--- src/rtl/opcode_issue_queue_pkg.sv ---
// Shared widths, opcode field layout and FSM encoding for the opcode issue queue.
package opcode_issue_queue_pkg;
    localparam int OPC_W   = 21;
    localparam int OP_LSB  = 0;
    localparam int OP_W    = 4;
    localparam int A_LSB   = 4;
    localparam int A_W     = 8;
    localparam int B_LSB   = 12;
    localparam int B_W     = 8;
    localparam int ACC_BIT = 20;
    localparam int ANS_W   = 8;
    localparam int CNT_W   = 5;
    localparam int LAT_W   = 3;

    typedef logic [OPC_W-1:0] opcode_t;

    typedef enum logic [1:0] {
        ST_IDLE  = 2'd0,
        ST_ISSUE = 2'd1,
        ST_WAIT  = 2'd2
    } state_e;

    function automatic opcode_t mk_opcode(input logic acc, input logic [B_W-1:0] b,
                                          input logic [A_W-1:0] a, input logic [OP_W-1:0] op);
        opcode_t o;
        o                 = '0;
        o[ACC_BIT]        = acc;
        o[B_LSB +: B_W]   = b;
        o[A_LSB +: A_W]   = a;
        o[OP_LSB +: OP_W] = op;
        return o;
    endfunction
endpackage

--- src/rtl/opcode_issue_queue_if.sv ---
// Host / control-stage signal bundle for the opcode issue queue.
interface opcode_issue_queue_if;
    import opcode_issue_queue_pkg::*;

    logic              push_in;
    opcode_t           opcode_in;
    logic              run_in;
    logic [ANS_W-1:0]  ans_in;
    opcode_t           op_out;
    logic              en_out;
    logic [ANS_W-1:0]  ans_out;
    logic              ans_valid_out;
    logic              full_out;
    logic              empty_out;
    logic [CNT_W-1:0]  count_out;
    logic              busy_out;
    logic              overflow_out;

    modport master (
        output push_in, opcode_in, run_in, ans_in,
        input  op_out, en_out, ans_out, ans_valid_out, full_out, empty_out,
               count_out, busy_out, overflow_out
    );

    modport slave (
        input  push_in, opcode_in, run_in, ans_in,
        output op_out, en_out, ans_out, ans_valid_out, full_out, empty_out,
               count_out, busy_out, overflow_out
    );
endinterface

--- src/rtl/opcode_issue_queue_fifo.sv ---
// Opcode FIFO: storage, wrapping pointers, occupancy and sticky overflow flag.
module opcode_fifo
    import opcode_issue_queue_pkg::*;
#(
    parameter int DEPTH = 8
) (
    input  logic             clk,
    input  logic             rst,
    input  logic             push,
    input  opcode_t          din,
    input  logic             pop,
    output opcode_t          head,
    output logic [CNT_W-1:0] count,
    output logic             full,
    output logic             empty,
    output logic             overflow
);
    localparam int PTR_W = $clog2(DEPTH);

    opcode_t          mem [DEPTH];
    logic [PTR_W-1:0] wr_ptr, rd_ptr;
    logic [CNT_W-1:0] cnt;
    logic             accept, do_pop;

    assign full   = (cnt == CNT_W'(DEPTH));
    assign empty  = (cnt == '0);
    assign count  = cnt;
    assign head   = mem[rd_ptr];
    assign accept = push && !full;
    assign do_pop = pop && !empty;

    // Storage is left unreset; contents are meaningless after reset anyway.
    always_ff @(posedge clk) begin
        if (accept) mem[wr_ptr] <= din;
    end

    always_ff @(posedge clk or posedge rst) begin
        if (rst) begin
            wr_ptr   <= '0;
            rd_ptr   <= '0;
            cnt      <= '0;
            overflow <= 1'b0;
        end else begin
            if (accept) wr_ptr <= wr_ptr + PTR_W'(1);
            if (do_pop) rd_ptr <= rd_ptr + PTR_W'(1);
            case ({accept, do_pop})
                2'b10:   cnt <= cnt + CNT_W'(1);
                2'b01:   cnt <= cnt - CNT_W'(1);
                default: cnt <= cnt;
            endcase
            if (push && full) overflow <= 1'b1;
        end
    end
endmodule

--- src/rtl/opcode_issue_queue.sv ---
// Issues queued opcodes one at a time to the ALU control stage and captures
// each result LATENCY cycles after the issue strobe.
module opcode_issue_queue
    import opcode_issue_queue_pkg::*;
#(
    parameter int DEPTH   = 8,
    parameter int LATENCY = 1
) (
    input  logic          clk_in,
    input  logic          rst_in,
    opcode_issue_queue_if.slave bus
);
    localparam logic [LAT_W-1:0] WAIT_LOAD = LAT_W'(LATENCY - 1);

    state_e           state_q, state_d;
    logic [LAT_W-1:0] wcnt_q, wcnt_d;
    opcode_t          head, last_op;
    logic [ANS_W-1:0] ans_q;
    logic             ans_vld_q;
    logic             pop, cap, empty;

    opcode_fifo #(.DEPTH(DEPTH)) u_fifo (
        .clk      (clk_in),
        .rst      (rst_in),
        .push     (bus.push_in),
        .din      (bus.opcode_in),
        .pop      (pop),
        .head     (head),
        .count    (bus.count_out),
        .full     (bus.full_out),
        .empty    (empty),
        .overflow (bus.overflow_out)
    );

    always_comb begin
        state_d = state_q;
        wcnt_d  = wcnt_q;
        pop     = 1'b0;
        cap     = 1'b0;
        case (state_q)
            ST_IDLE: if (bus.run_in && !empty) state_d = ST_ISSUE;
            ST_ISSUE: begin
                pop     = 1'b1;
                state_d = ST_WAIT;
                wcnt_d  = WAIT_LOAD;
            end
            ST_WAIT: begin
                // Result window closes here regardless of run_in.
                if (wcnt_q == '0) begin
                    cap     = 1'b1;
                    state_d = (bus.run_in && !empty) ? ST_ISSUE : ST_IDLE;
                end else begin
                    wcnt_d = wcnt_q - LAT_W'(1);
                end
            end
            default: state_d = ST_IDLE;
        endcase
    end

    always_ff @(posedge clk_in or posedge rst_in) begin
        if (rst_in) begin
            state_q   <= ST_IDLE;
            wcnt_q    <= '0;
            last_op   <= '0;
            ans_q     <= '0;
            ans_vld_q <= 1'b0;
        end else begin
            state_q   <= state_d;
            wcnt_q    <= wcnt_d;
            if (state_q == ST_ISSUE) last_op <= head;
            if (cap) ans_q <= bus.ans_in;
            ans_vld_q <= cap;
        end
    end

    assign bus.op_out        = (state_q == ST_ISSUE) ? head : last_op;
    assign bus.en_out        = (state_q == ST_ISSUE);
    assign bus.busy_out      = (state_q != ST_IDLE);
    assign bus.empty_out     = empty;
    assign bus.ans_out       = ans_q;
    assign bus.ans_valid_out = ans_vld_q;
endmodule
--- src/flat_wrapper.sv ---
// flat-port wrapper written by rule: the top's interface ports become plain ports
module opcode_issue_queue_flat import opcode_issue_queue_pkg::*;
#(
    parameter int DEPTH   = 8,
    parameter int LATENCY = 1
)
  (clk_in, rst_in, bus_push_in, bus_opcode_in, bus_run_in, bus_ans_in, bus_op_out, bus_en_out, bus_ans_out, bus_ans_valid_out, bus_full_out, bus_empty_out, bus_count_out, bus_busy_out, bus_overflow_out);
  opcode_issue_queue_if bus_i ();
  input  logic clk_in;
  input  logic rst_in;
  input wire logic [$bits(bus_i.push_in)-1:0] bus_push_in;
  input wire logic [$bits(bus_i.opcode_in)-1:0] bus_opcode_in;
  input wire logic [$bits(bus_i.run_in)-1:0] bus_run_in;
  input wire logic [$bits(bus_i.ans_in)-1:0] bus_ans_in;
  output wire logic [$bits(bus_i.op_out)-1:0] bus_op_out;
  output wire logic [$bits(bus_i.en_out)-1:0] bus_en_out;
  output wire logic [$bits(bus_i.ans_out)-1:0] bus_ans_out;
  output wire logic [$bits(bus_i.ans_valid_out)-1:0] bus_ans_valid_out;
  output wire logic [$bits(bus_i.full_out)-1:0] bus_full_out;
  output wire logic [$bits(bus_i.empty_out)-1:0] bus_empty_out;
  output wire logic [$bits(bus_i.count_out)-1:0] bus_count_out;
  output wire logic [$bits(bus_i.busy_out)-1:0] bus_busy_out;
  output wire logic [$bits(bus_i.overflow_out)-1:0] bus_overflow_out;
  assign bus_i.push_in = bus_push_in;
  assign bus_i.opcode_in = bus_opcode_in;
  assign bus_i.run_in = bus_run_in;
  assign bus_i.ans_in = bus_ans_in;
  assign bus_op_out = bus_i.op_out;
  assign bus_en_out = bus_i.en_out;
  assign bus_ans_out = bus_i.ans_out;
  assign bus_ans_valid_out = bus_i.ans_valid_out;
  assign bus_full_out = bus_i.full_out;
  assign bus_empty_out = bus_i.empty_out;
  assign bus_count_out = bus_i.count_out;
  assign bus_busy_out = bus_i.busy_out;
  assign bus_overflow_out = bus_i.overflow_out;
  opcode_issue_queue #(.DEPTH(DEPTH), .LATENCY(LATENCY)) u_core (.clk_in(clk_in), .rst_in(rst_in), .bus(bus_i));
endmodule
--- config.mk ---
export PLATFORM = sky130hd
export DESIGN_NAME = opcode_issue_queue_flat
export DESIGN_NICKNAME = d
export VERILOG_FILES = /design/src/rtl/opcode_issue_queue_pkg.sv /design/src/rtl/opcode_issue_queue_if.sv /design/src/rtl/opcode_issue_queue_fifo.sv /design/src/rtl/opcode_issue_queue.sv /design/src/flat_wrapper.sv
export SDC_FILE = /design/constraint.sdc
export NUM_CORES = 1
export LEC_CHECK = 0
export ABC_AREA = 0
export ABC_CLOCK_PERIOD_IN_PS = 7610
export CORE_ASPECT_RATIO = 1.1
export CORE_MARGIN = 10
export CORE_UTILIZATION = 40
export DETAILED_ROUTE_END_ITERATION = 8
export DONT_BUFFER_PORTS = 1
export GPL_TIMING_DRIVEN = 0
export PLACE_DENSITY_LB_ADDON = 0.12
export SYNTH_ARGS = -nofsm -noshare
export SYNTH_HDL_FRONTEND = slang
export SYNTH_SLANG_ARGS = --single-unit
--- constraint.sdc ---
create_clock -name clk_in -period 7.61 [get_ports clk_in]
set_clock_uncertainty 0.2 [all_clocks]
set_input_delay 1.522 -clock clk_in [delete_from_list [all_inputs] [get_ports clk_in]]
set_output_delay 1.522 -clock clk_in [all_outputs]
set_load 0.05 [all_outputs]
# Yosys cells after proc, flatten, opt, wreduce, memory -nomap -nowiden
# Memory sizes are Yosys's and may differ from the RTL's.
# Index checks and enable logic that the tools add are counted.
# Widths: inputs -> output; s select.
# word_totals
regBits	47
mem_bits_rw	168
in_bits	33
output_inout_bits	40
word_cells	50
mem_count	1
# op_classes
addsub	5
eq_ne	8
muxes	13
n_reduce_logical	14
# mem_list
memory	depth	word_bits	read_ports	rd_clocked_by_memory_dff	wr	line_no	rtl
u_core.u_fifo.mem	8	21	1	0	1	opcode_issue_queue_fifo.sv:20	opcode_t mem [DEPTH];
# op_table
operator	n
$mux 21	1
$pmux 5 s2	1
$add 3x1->3 const B	2
$mux 1	6
$pmux 2 s3	1
$pmux 3 s2	1
$reduce_bool 2->1	3
$add 5x1->5 const B	1
$eq 5x4->1 const B	1
$logic_not 5->1	1
$sub 5x1->5 const B	1
$eq 2x1->1 const B	2
$eq 2x2->1 const B	2
$logic_and 1x1->1	4
$mux 2	2
$ne 2x1->1 const B	2
$reduce_and 2->1	2
$logic_not 3->1	1
$mux 3	1
$sub 3x1->3 const B	1
$logic_not 1->1	2
$logic_not 2->1	1
$ne 2x2->1 const B	1

# Logic depth before layout (Yosys ltp)
# logic_depth
depth_word	6
mapped_depth	10
depth_no_buf	10

# Modules after synthesis
# Synthesis repeated with hierarchy kept, for this count alone.
# hier_totals
cells_unflattened	413
hier_area_um2	8670.8
# modules_own_cells
mod	instances	cells_per_inst	area_each_um2	seq_area_each_um2
opcode_fifo	1	319	7189.4	5345.1
opcode_issue_queue	1	94	1481.4	875.8

# Worst setup path after synthesis
# No wires, ideal clock.
# synth_timing
path_kind	input to register
from	in bus_push_in
to	mem u_core.u_fifo.mem[0][0] in the netlist's numbering (enable)
setup_time_ns	0.452
arrival_time_ns	3.923
required_ns	6.958
slack_ns	3.035
cell_stages	3
path_buffers	0
cell_sequence	a21boi_2 inv_1 nor4_1
# synth_via
elab_chain_cells	3
# synth_lines
item	line_no	rtl
from (decl)	flat_wrapper.sv:11	input wire logic [$bits(bus_i.push_in)-1:0] bus_push_in;
$logic_and 1x1->1	opcode_issue_queue_fifo.sv:29	assign accept = push && !full;
$mux 1	opcode_issue_queue_fifo.sv:34	if (accept) mem[wr_ptr] <= din;
$mux 1 (not written as such)	opcode_issue_queue_fifo.sv:34	
to (decl)	opcode_issue_queue_fifo.sv:20	
# Every way passes these cells.

# Final worst setup path
# layout_timing
from	reg u_core.state_q[1]
to	out bus_op_out[3]
# layout_via
elab_chain_cells	2
# layout_lines
item	line_no	rtl
from (decl)	opcode_issue_queue.sv:15	state_e state_q, state_d;
from (signal assigned)	opcode_issue_queue.sv:68	state_q <= state_d;
$eq 2x1->1	opcode_issue_queue.sv:76	assign bus.op_out = (state_q == ST_ISSUE) ? head : last_op;
$mux 21	-	
to (decl)	flat_wrapper.sv:15	output wire logic [$bits(bus_i.op_out)-1:0] bus_op_out;
# Every way passes these cells.

==> results.md <==
* Run status: finished, final reports clean
* Peak supply drop at 0.217 mV
* Path type of the worst min-delay path: reg2reg
* Number of design rule violations left after detail routing at 0
* Drt initial violations at 243
* Setup Viol. Count Final at 0
* Via count of the first global-routing pass at 4,865
* Avg Synthesized Cell Area at 16.0 um^2
* CP Max Fanout at 10
* Net count after synthesis at 573
* Vias post-DR at 4,507
* Die span in y at 173 um
* Depth of the CTS H-tree at 1
* Combined area of the multi-input logic cells at 0.00215 mm^2
* Overall routing resource usage at 13.8%
* Floorplan row count at 55
* Post-DP HPWL at 12.9 mm
* Required time reported for the critical path endpoint at 5.89 ns
* Post-synth EDFFs at 168
* Routed wire length at 19.2 mm
* Fin util at 48.0%
* Final Hold Slack at 0.326 ns
* Final hold viol count at 0
* CTS clk-pin slew, worst paths at 0.06 ns
* Max Used Layer: met4
* Mapped cell area at 0.00849 mm^2
* Latest clock arrival within the worst-skew pair at 0.50 ns
* ANT nets after route at 0
* Met2 Wirelength at 9.42 mm
* Layout overhead on the synthesized area at 17.0%
* Remaining max-slew budget at the tightest pin at 44.8%
* Final layout net count at 614
* Cell count after synthesis at 531
* Die span in x at 159 um
* Diode insertion count for antenna repair at 0
* Final RePlAce weighted congestion at 0.733
* Sum of negative setup slack at 0 ns
* Launching element type of the critical path: flip-flop
* Count of cells along the worst register-to-register path at 9
* Count of port buffers added during placement at 0
* Total power of the final layout at 4.44 mW
* Power per cell area at 446 mW/mm^2
* Initial antenna violation count at 0
* Number of gates given a new drive strength after cts at 0
* Largest net degree at the start of global routing at 37
* GRT overflow at 0
* Post-route worst setup slack at 3.17 ns
* Kind of end point of the critical path: output pin
* Core region area at 0.0207 mm^2
* Floorplan die area at 0.0275 mm^2
* Effective utilization at floorplan at 41.0%
* Number of clock buffers inserted by TritonCTS at 24
* CTS Root Cell: clkbuf_16
* Source of the worst register-to-register timing path: u_core.u_fifo.count[0]
* Upper clock frequency limit at 0.225 GHz
* Hold-fix buffer count after cts at 0
* Ys async rst share at 21.9%
* Slack of the worst reg-to-reg path at 4.16 ns
* Final period utilization at 58.3%
* Category of the most critical setup path: reg2out
* Final instance area at 0.00994 mm^2
* Post-route minimum period at 4.44 ns
* Final Slew Violations at 0
* Setup bufs post-CTS at 0
* Number of fill cells in the layout at 1,766
* Cell total after placement at 831
* Critical register-to-register path endpoint: u_core.u_fifo.count[4]
* Yosys synthesis warning count at 0
* Fin cells at 875
* Number of detailed-routing iterations run before antenna repair at 4
* Flip-flop and latch count after synthesis at 215
* Area taken by flip-flops and latches at 0.00622 mm^2
* Buffers from clock root to sink, at most at 3
* Slew of the pin with the lowest slew margin at 0.826 ns
* Total clock sinks at 215
* Post-synth cell types at 40
* First-pass GRT wire length at 29.7 mm
* Maximum Capacitance Violations at 0
* # IOs at 73
* Average wire per standard cell at 21.9 um
* Worst-case setup slack after placement at 3.67 ns
* Proportion of synthesized chip area in sequential cells at 73.2%
* Fraction of final layout cells sized beyond drive strength 1 at 14.6%
* Detailed-route wire length on metal 1 at 7.90 mm
* Routed via count divided by cell count at 5.15
* Leading register cell type out of synthesis: edfxtp_1
* Start point of the critical path: u_core.state_q[1]
* Capturing element of the worst setup path: bus_op_out[3]
* Unrepaired setup endpoints after global routing: no
* Leak pwr at 3.72 nW
* TritonCTS clock tree: yes
* Total met3 wirelength after detailed routing at 1.42 mm
* Cell area after placement at 0.00906 mm^2
* Critical path arrival at 2.71 ns
## registers in the layout, summed over array words and instances, names as in the netlist
signal / count
u_core.bus.ans_valid_out: 1
u_core.u_fifo.mem: 168
u_core.u_fifo.overflow: 1
u_core.u_fifo.wr_ptr: 3
u_core.bus.ans_out: 8
u_core.u_fifo.rd_ptr: 3
u_core.wcnt_q: 3
u_core.state_q: 2
u_core.last_op: 21
u_core.u_fifo.count: 5
## power by group
part | switching [mW] | leakage (nW) | internal, mW
registers | 0.255 | 2.10 | 1.52
logic | 0.996 | 1.20 | 0.415
clock network | 0.439 | 0.428 | 0.807
## routing by layer
metal | global-route usage (%) | vias up
li1 | - | 2097
met1 | 17.6 | 2254
met2 | 22.9 | 121
met3 | 3.59 | 35
met4 | 3.75 | 0
met5 | 0 | -
## cell usage in the layout (no fill, tap or decap), types with 10 or more instances in the layout
cell,synthesis,layout
edfxtp_1,168,168
mux2i_1,84,84
nand2_1,56,56
dfrtp_1,47,47
a22oi_1,43,43
clkbuf_16,0,25
nand3_1,21,21
clkbuf_1,13,18
buf_6,2,11
inv_1,11,10
## worst min path at each step
stage / slack (ns) / depth (start not counted) / start / to
6_report: 0.33 / 2 / u_core.wcnt_q[1] / u_core.wcnt_q[1]
5_1_grt: 0.39 / 1 / u_core.u_fifo.rd_ptr[2] / u_core.u_fifo.rd_ptr[2]
3_5_place_dp: 0.32 / 2 / u_core.wcnt_q[1] / u_core.wcnt_q[1]
4_1_cts: 0.33 / 2 / u_core.wcnt_q[1] / u_core.wcnt_q[1]
3_3_place_gp: 0.30 / 2 / u_core.wcnt_q[1] / u_core.wcnt_q[1]
2_1_floorplan: 0.27 / 2 / u_core.wcnt_q[1] / u_core.wcnt_q[1]
## cell usage after synthesis, types with 2 or more instances
master / number / area share, %
and2_1: 3 / 0.22
nand3_1: 21 / 1.2
nor3_1: 5 / 0.29
buf_2: 6 / 0.35
a22oi_1: 43 / 3.8
mux2i_1: 84 / 9.9
ha_1: 8 / 1.2
nor2_1: 7 / 0.31
inv_1: 11 / 0.49
xnor2_1: 3 / 0.31
a21oi_1: 3 / 0.18
o21ai_0: 8 / 0.47
dfrtp_1: 47 / 14
clkbuf_1: 13 / 0.57
xor2_1: 4 / 0.41
nand2_1: 56 / 2.5
a21o_1: 2 / 0.18
nor2b_1: 3 / 0.22
buf_4: 4 / 0.35
edfxtp_1: 168 / 59
nand2b_1: 4 / 0.29
mux2_1: 2 / 0.27
mux2_2: 8 / 1.1
buf_6: 2 / 0.27
## critical path: stages (launching register included)
cell	delay [ns]
dfrtp_1	0.44
nand2b_1	0.16
clkbuf_1	0.18
inv_1	0.17
clkbuf_1	0.57
nand3_1	0.23
nand2_1	0.46
## cell type report
class	count	area share, %
sequential	215	62.6
multi-input combinational	280	21.6
clock buffer	34	7.04
tap	285	3.59
clock inverter	10	1.77
timing repair buffer	15	1.67
buffer	25	1.32
inverter	11	0.415
## cells by family after synthesis
group,synth area share [%]
mux,11.2
flops,73.2
fa+ha+maj,1.41
buf+inv,2.03
compound gates,5.45
xor+xnor,0.722
simple gates,5.91
Note: power is estimated with default switching activity, not from simulation.
==> RTL change: new RTL, same flow settings <==
Reset style: synchronous (`rst` and `rst_in`), changed in 2 clocked blocks.
--- a/src/rtl/opcode_issue_queue_fifo.sv
+++ b/src/rtl/opcode_issue_queue_fifo.sv
@@ -34,7 +34,7 @@
         if (accept) mem[wr_ptr] <= din;
     end
 
-    always_ff @(posedge clk or posedge rst) begin
+    always_ff @(posedge clk) begin
         if (rst) begin
             wr_ptr   <= '0;
             rd_ptr   <= '0;
--- a/src/rtl/opcode_issue_queue.sv
+++ b/src/rtl/opcode_issue_queue.sv
@@ -57,7 +57,7 @@
         endcase
     end
 
-    always_ff @(posedge clk_in or posedge rst_in) begin
+    always_ff @(posedge clk_in) begin
         if (rst_in) begin
             state_q   <= ST_IDLE;
             wcnt_q    <= '0;
Behaviour: differs if rst_in is asserted again (counterexample within 4 cycles, from zero or initial values and one cycle with rst_in high); with rst_in held inactive, the same outputs for 4 cycles.
==> RTL change against the unedited design <==
- routed wire length shrank 7.9%
- core utilization down 1.5 points
- cell area decreased by 4.2%
- maximum frequency is 6.7% lower
- count of clock-buffer cells in the layout fell by 4
- critical path type unchanged
- worst hold slack worse by 0.052 ns
- first-iteration DRC count is 3.3% lower
- area after synthesis shrank 2.2%
- synthesized cell count shrank 4.9%
- sequential cell count rose by 3
- setup slack worse by 0.32 ns
Power is not compared: it rests on default switching activity, and its combinational part moved more than twofold at a synthesized area within 25%.
==> RTL change: results (changes against the unedited design) <==
Slowest-stage cell, CP: nor2_1 (was clkbuf_1)
nets: 583 (was 614)
hold_sp: u_core.wcnt_q[0] (was u_core.wcnt_q[1])
cells taking the most area after synthesis: edfxtp_1 (61%), dfxtp_1 (12%), mux4_2 (11%), nor2_1 (2.8%), o22ai_1 (1.6%) (was edfxtp_1 (59%), dfrtp_1 (14%), mux2i_1 (9.9%), a22oi_1 (3.8%), nand2_1 (2.5%))
Seq/Total Area, Yosys: 72.77% (was 73.25%)
pin count of the biggest net entering global routing: 22 (was 37)
Multi-input gate area: 2167 sq um (was 2148 sq um)
Post-synth top cells: edfxtp_1 (168), nor2_1 (61), dfxtp_1 (50), mux4_2 (42), nor3_1 (26) (was edfxtp_1 (168), mux2i_1 (84), nand2_1 (56), dfrtp_1 (47), a22oi_1 (43))
post-synth net total: 546 (was 573)
RePlAce Congestion: 0.8168 (was 0.7327)
gr usage total: 13.38% (was 13.84%)
origin of the critical flop-to-flop path: u_core.u_fifo.count[0] (unchanged)
worst hold slack: 0.2744 ns (was 0.3260 ns)
Logic inverters: 8 (was 11)
Routed wire per std cell: 21.67 um (was 21.89 um)
WL final: 17640 um (was 19150 um)
placed instance count: 773 (was 831)
CTS buffer count: 23 (was 24)
reg-to-reg endpoint: u_core.u_fifo.count[4] (unchanged)
layout cells sized above 1: 19.18% (was 14.58%)
Rel. slew slack: 25.91% (was 44.81%)
status: finished, final reports clean (unchanged)
first-pass GRT wire length: 27300 um (was 29720 um)
#MultiIn Comb: 252 (was 280)
Filler Cells Inserted: 1768 (was 1766)
antenna cells: 0 (unchanged)
CP max stage delay: 0.82 ns (was 0.57 ns)
Clock buf/inv share: 7.433% (was 8.811%)
number of global-route vias before repair: 4515 (was 4865)
Hold EP: u_core.wcnt_q[0] (was u_core.wcnt_q[1])
drt initial violations: 235 (was 243)
buffering overhead: 2.692% (was 2.996%)
FFs w/ async S/R, synth: 0% (was 21.86%)
Worst Reg2Reg Path Length in Cells: 11 (was 9)
average size of a mapped cell: 16.45 sq um (was 15.99 sq um)
post-route cell area: 9528 sq um (was 9941 sq um)
Distinct cells, synth: 38 (was 40)
Area after DPL: 8820 sq um (was 9065 sq um)
Setup crit end: bus_op_out[2] (was bus_op_out[3])
#FFs+latches synth: 218 (was 215)
Worst EP arrival: 3.03 ns (was 2.71 ns)
vias post-DR: 4335 (was 4507)
Seq/total area: 63.45% (was 62.58%)
Plain + repair buffers: 39 (was 40)
## RTL change: cell types whose count changed in the layout (fill, tap and decap cells not counted), moves of 18 or more
cell,delta
mux2i_1,-80
nor2_1,+54
dfxtp_1,+50
dfrtp_1,-47
a22oi_1,-43
mux4_2,+42
nand2_1,-32
nor3_1,+21
o22ai_1,+21
nand3_1,-18
## RTL change: per-layer routing
| layer | part of all wire [%] | GRT usage (%) | vias up |
|---|---|---|---|
| li1 | - | - | 2021 |
| met5 | 0 | 0 | - |
| met2 | 49 | 22.28 | 92 |
| met3 | 7.0 | 3.565 | 21 |
| met1 | 42 | 16.83 | 2201 |
| met4 | 1.8 | 3.743 | 0 |
## RTL change: logic make-up (layout without fill, tap and decap cells)
| family | Yosys count | in the layout | synth area share [%] |
|---|---|---|---|
| flops | 218 | 218 | 72.77 |
| simple gates | 143 | 143 | 7.982 |
| compound gates | 48 | 48 | 3.705 |
| mux | 46 | 46 | 11.87 |
| buf+inv | 35 | 88 | 1.732 |
| fa+ha+maj | 8 | 8 | 1.205 |
| xor+xnor | 7 | 7 | 0.7380 |
## RTL change: through the flow
step                util [%]  worst slack, ns
finish                 46.46            2.854
global route           46.46            2.682
CTS                    46.46            2.829
detailed placement     43.01            3.346
global placement       42.07           0.7069
floorplan                  -            3.307
## RTL change: worst max-delay path: cells and delay by family (launching register included)
kind	cells	cell delay, ns
compound gates	1	0.11
simple gates	1	0.82
mux	1	0.36
flops	1	0.30
buf+inv	2	0.95
## RTL change: power by group through the flow
stage / Sequential, mW / Combinational, mW / Clock [mW]
2_1_floorplan: 1.38 / 0.212 / 0
3_3_place_gp: 1.38 / 0.257 / 0
3_5_place_dp: 1.38 / 0.270 / 0
4_1_cts: 1.36 / 0.271 / 1.07
5_1_grt: 1.36 / 0.287 / 1.12
6_report: 1.36 / 0.264 / 1.04
